<file path="config.mk">
export PLATFORM = sky130hd
export DESIGN_NAME = alu_ctrl_seq
export DESIGN_NICKNAME = d
export VERILOG_FILES = /design/src/rtl/alu_ctrl_seq.sv
export SDC_FILE = /design/constraint.sdc
export NUM_CORES = 1
export LEC_CHECK = 0
export CORE_MARGIN = 10
export CORE_UTILIZATION = 46
export CTS_CLUSTER_DIAMETER = 80
export DETAILED_ROUTE_END_ITERATION = 10
export HOLD_SLACK_MARGIN = 0.12
export PLACE_DENSITY = 0.87
export SKIP_CTS_REPAIR_TIMING = 1
export SLEW_MARGIN = 20
export SYNTH_ARGS = -nofsm -noshare
export SYNTH_HDL_FRONTEND = slang
export SYNTH_SLANG_ARGS = --single-unit
</file>
<file path="constraint.sdc">
create_clock -name clk -period 1.8 [get_ports clk]
set_clock_uncertainty 0.1 [all_clocks]
set_input_delay 0.27 -clock clk [delete_from_list [all_inputs] [get_ports clk]]
set_output_delay 0.27 -clock clk [all_outputs]
set_load 0.05 [all_outputs]
</file>
<file path="src/rtl/alu_ctrl_seq.sv">
// alu_ctrl_seq: registered EX ALU control decoder with MUL/DIV sequencing; in: clk reset flush in_valid alu_op func branch_info jxx; out: out_ctrl out_valid stall mc_busy mc_count
module alu_ctrl_seq #(
  parameter int CTRL_W = 6,
  parameter logic [CTRL_W-1:0] MUL_CODE = 6'd14,
  parameter logic [CTRL_W-1:0] DIV_CODE = 6'd15,
  parameter int MUL_LAT = 3,
  parameter int DIV_LAT = 16,
  parameter int CNT_W = 8
) (
  input  logic              clk,
  input  logic              reset,
  input  logic              flush,
  input  logic              in_valid,
  input  logic [1:0]        alu_op,
  input  logic [CTRL_W-1:0] func,
  input  logic [2:0]        branch_info,
  input  logic              jxx,
  output logic [CTRL_W-1:0] out_ctrl,
  output logic              out_valid,
  output logic              stall,
  output logic              mc_busy,
  output logic [CNT_W-1:0]  mc_count
);
  localparam int LW = $clog2((MUL_LAT > DIV_LAT ? MUL_LAT : DIV_LAT) + 1);
  localparam logic [0:0] IDLE = 1'b0, BUSY = 1'b1;
  logic [0:0] state;
  logic [LW-1:0] cnt, lat_m1;
  logic [CTRL_W-1:0] dec;
  logic is_mul, is_div;
  always_comb begin
    dec = (alu_op == 2'b11 && jxx) ? CTRL_W'(13)
        : branch_info[2] ? CTRL_W'(4'd9 + {2'b00, branch_info[1:0]})
        : alu_op == 2'b00 ? '0
        : alu_op == 2'b01 ? CTRL_W'(3)
        : alu_op == 2'b10 ? CTRL_W'(8)
        : func;
    is_mul = dec == MUL_CODE && MUL_LAT > 1;
    is_div = dec == DIV_CODE && DIV_LAT > 1;
    lat_m1 = is_mul ? LW'(MUL_LAT - 1) : LW'(DIV_LAT - 1);
  end
  assign stall = state == BUSY;
  assign mc_busy = state == BUSY;
  always_ff @(posedge clk) begin
    if (reset) begin
      state <= IDLE;
      cnt <= '0;
      out_ctrl <= '0;
      out_valid <= 1'b0;
      mc_count <= '0;
    end else if (flush) begin
      state <= IDLE;
      cnt <= '0;
      out_ctrl <= '0;
      out_valid <= 1'b0;
    end else if (state == BUSY) begin
      cnt <= cnt - LW'(1);
      out_valid <= 1'b0;
      if (cnt == LW'(1)) begin
        state <= IDLE;
        out_valid <= 1'b1;
        mc_count <= mc_count + CNT_W'(1);
      end
    end else if (in_valid) begin
      out_ctrl <= dec;
      state <= (is_mul || is_div) ? BUSY : IDLE;
      cnt <= (is_mul || is_div) ? lat_m1 : '0;
      out_valid <= !(is_mul || is_div);
    end else begin
      out_valid <= 1'b0;
    end
  end
endmodule

</file>
==> flow_metrics.py <==
metrics = {
    "run_status": {
        "status": "completed",
    },
    "layout": {
        "fillerInstances": 187,
        "nets": 196,
        "drive_above_1_share": 0.2171,
        "antenna_cells": 0,
        "area_growth_pct": 39.11,
    },
    "logic_synthesis": {
        "synthDistinctLibCells": 39,
        "synth_area_per_cell_sq_um": 8.189,
        "synthesis.nets": 154,
        "synthFlopType": "dfxtp_1",
        "async_flop_share": 0,
        "ys_ff_latch": 21,
        "ys_top_cells_by_area": "dfxtp_1, a21oi_1, nor2_1, xor2_1, ha_1",
        "synth_area_leader_cell": "dfxtp_1",
        "synth_edf_count": 0,
        "syn_inst": 134,
        "yosys_warnings": 0,
        "yosysSeqAreaShare": 0.3831,
        "syn_area_sq_mm": 0.001097,
        "synth_top_area_frac": 0.3831,
    },
    "global_route": {
        "grt_pass1_vias": 1104,
        "grt_usage": 0.1318,
        "grt_max_degree": 15,
        "overflow": 0,
        "antenna_found_initial": 0,
        "grt_pass1_wl_um": 4816,
    },
    "critical_path": {
        "required_ps": 1920,
        "worst_r2r_startpoint": "cnt[0]$_SDFFE_PP0P_",
        "critPathMaxFanout": 5,
        "cp-end-kind": "register",
        "critPathKind": "in2reg",
        "cp.arrival_ps": 1760,
        "startpoint_type": "primary input",
        "r2r_slack_ps": 210,
        "cp-startpoint": "branch_info[2]",
    },
    "cts": {
        "cts.path.max_buffers": 2,
        "cts.clk_slew.worst_paths_ps": 120,
        "cts_buffers": 3,
        "cts_tree": "done",
        "cts.sinks": 21,
        "cts_root_buf": "clkbuf_4",
        "htree_levels": 1,
        "clk_latency_ps": 320,
    },
    "sta": {
        "finalHoldViolations": 0,
        "fin_tns_setup_ps": 0,
        "layout_min_cycle_time_ps": 1642,
        "rsz0062_at_grt": "false",
        "min_period_over_period": 0.9120,
        "setup_viol": 0,
        "tightest_slew_ps": 454.2,
        "slew_headroom": 0.6933,
        "drv_slew": 0,
        "max_freq_mhz": 609.2,
    },
    "power": {
        "p_leak_uw": 0.0006156,
        "p_seq_frac": 0.554,
        "fin_total_pwr_uw": 856.6,
        "switchingPower_uw": 228.7,
        "switching_share": 0.2670,
        "cellPowerDensity_mw_per_mm2": 561.1,
        "clkPwrFrac": 0.270,
        "internal_power_uw": 627.9,
        "combPwrFrac": 0.176,
        "peakVddDrop_mv": 0.4712,
    },
    "die": {
        "coreArea_sq_mm": 0.002233,
        "die-area_sq_mm": 0.004739,
        "io_pins": 33,
        "row_count": 17,
        "initial_core_util": 0.4913,
        "die_h_um": 68.84,
        "die_x_um": 68.84,
    },
    "detailed_routing": {
        "drcViolationCount": 0,
        "routedWlPerCell_um": 14.09,
        "drt.antenna.violating_nets": 0,
        "drtIter0Drc": 36,
        "via_per_inst": 5.576,
        "num_vias": 1132,
        "drt_first_pass_iters": 4,
        "finalWirelength_um": 2860,
    },
    "job": {
        "maxCapViolations": 0,
    },
    "placement": {
        "hpwl_um": 2342,
        "gp_congestion": 0.8032,
        "io_buffers": 32,
    },
    "worst_hold_path": {
        "hp-start": "out_ctrl[3]$_SDFFE_PP0P_",
        "hold_path_class": "reg2reg",
    },
}
-- routing by layer --
layer | track usage | wire length (um) | vias up
li1 | - | - | 559
met1 | 0.1414 | 1180 | 535
met2 | 0.2237 | 1409 | 31
met3 | 0.04026 | 178 | 7
met4 | 0.07635 | 91 | 0
met5 | 0 | 0 | -
-- worst max-delay path, cell delays in order --
cell and delay (ps):
clkdlybuf4s50_1 470, nand2b_1 170, o41ai_1 390, nand3_1 210, o32ai_1 250
-- flip-flops by register name, summed over array words and instances (netlist names) --
| name | flops |
|---|---|
| mc_count | 8 |
| out_ctrl | 6 |
| mc_busy | 1 |
| out_valid | 1 |
| cnt | 5 |
-- power groups by stage --
stage | combinational [uW] | clock [uW] | sequential, uW
6_report | 151 | 231 | 475
5_1_grt | 163 | 254 | 476
4_1_cts | 150 | 237 | 475
3_5_place_dp | 149 | 0 | 485
3_3_place_gp | 146 | 0 | 485
2_1_floorplan | 53.8 | 0 | 502
-- synthesized netlist by cell type (all sizes together), types with 2 or more instances --
library cell	number
nor3	4
clkbuf	6
xor2	6
nand3	5
a22oi	3
nand2	12
and2	2
a21oi	13
nor4b	2
nand2b	3
nor2b	2
nand4	5
o21ai	5
inv	4
buf	2
nor2	17
dfxtp	21
ha	4
-- worst paths after layout --
kind	to	cells past startpoint
setup / recovery	mc_busy$_SDFF_PP0_	5
hold / removal	out_ctrl[3]$_SDFFE_PP0P_	2
setup reg to reg	mc_count[7]$_SDFFE_PP0P_	5
hold reg to reg	out_ctrl[3]$_SDFFE_PP0P_	2
-- stage by stage --
stage	hold WS, ps	utilization	worst slack, ps	cells	cell area [sq um]
after floorplan	318.3	-	3.628	134	1099
after global placement	353.5	0.6711	-89.85	199	1499
after detailed placement	357.7	0.6711	-133.9	199	1499
after CTS	379.1	0.6835	203.7	203	1526
after global routing	397.2	0.6835	79.40	203	1526
final	376.3	0.6835	158.4	203	1526
-- cells in the final DEF, fill, tap and decap left out, types with 2 or more instances in the layout --
cell and n:
and2_1 2, o21ai_0 5, dfxtp_1 20, nor2b_1 2, xor2_1 6, inv_1 4, nand4_1 5, nor2_1 17
buf_4 28, nand3_1 4, clkbuf_4 3, ha_1 4, a22oi_1 3, nand2b_1 3, clkdlybuf4s50_1 15, buf_12 2
nor3_1 4, nand2_1 12, a21oi_1 13
-- cells by family (layout without fill, tap and decap cells) --
family	after synthesis	count (layout)	share of synthesized area
multiplexers	1	1	0.009122
XOR/XNOR	7	7	0.05587
flip-flops	21	21	0.3831
AO/OA/AOI/OAI	32	32	0.1870
adder cells (fa/ha/maj)	4	4	0.04561
AND/OR/NAND/NOR	57	57	0.2737
buffers and inverters	12	53	0.04560
-- final cells by class --
cell class / instances / area [sq um] / area share
clock inverter: 1 / 5.005 / 0.003279
clock buffer: 3 / 22.52 / 0.01475
tap: 28 / 35.03 / 0.02295
multi-input combinational: 101 / 626.9 / 0.4107
sequential: 21 / 421.7 / 0.2762
timing repair buffer: 45 / 400.4 / 0.2623
inverter: 4 / 15.01 / 0.009836
(Power assumes the default switching activity.)
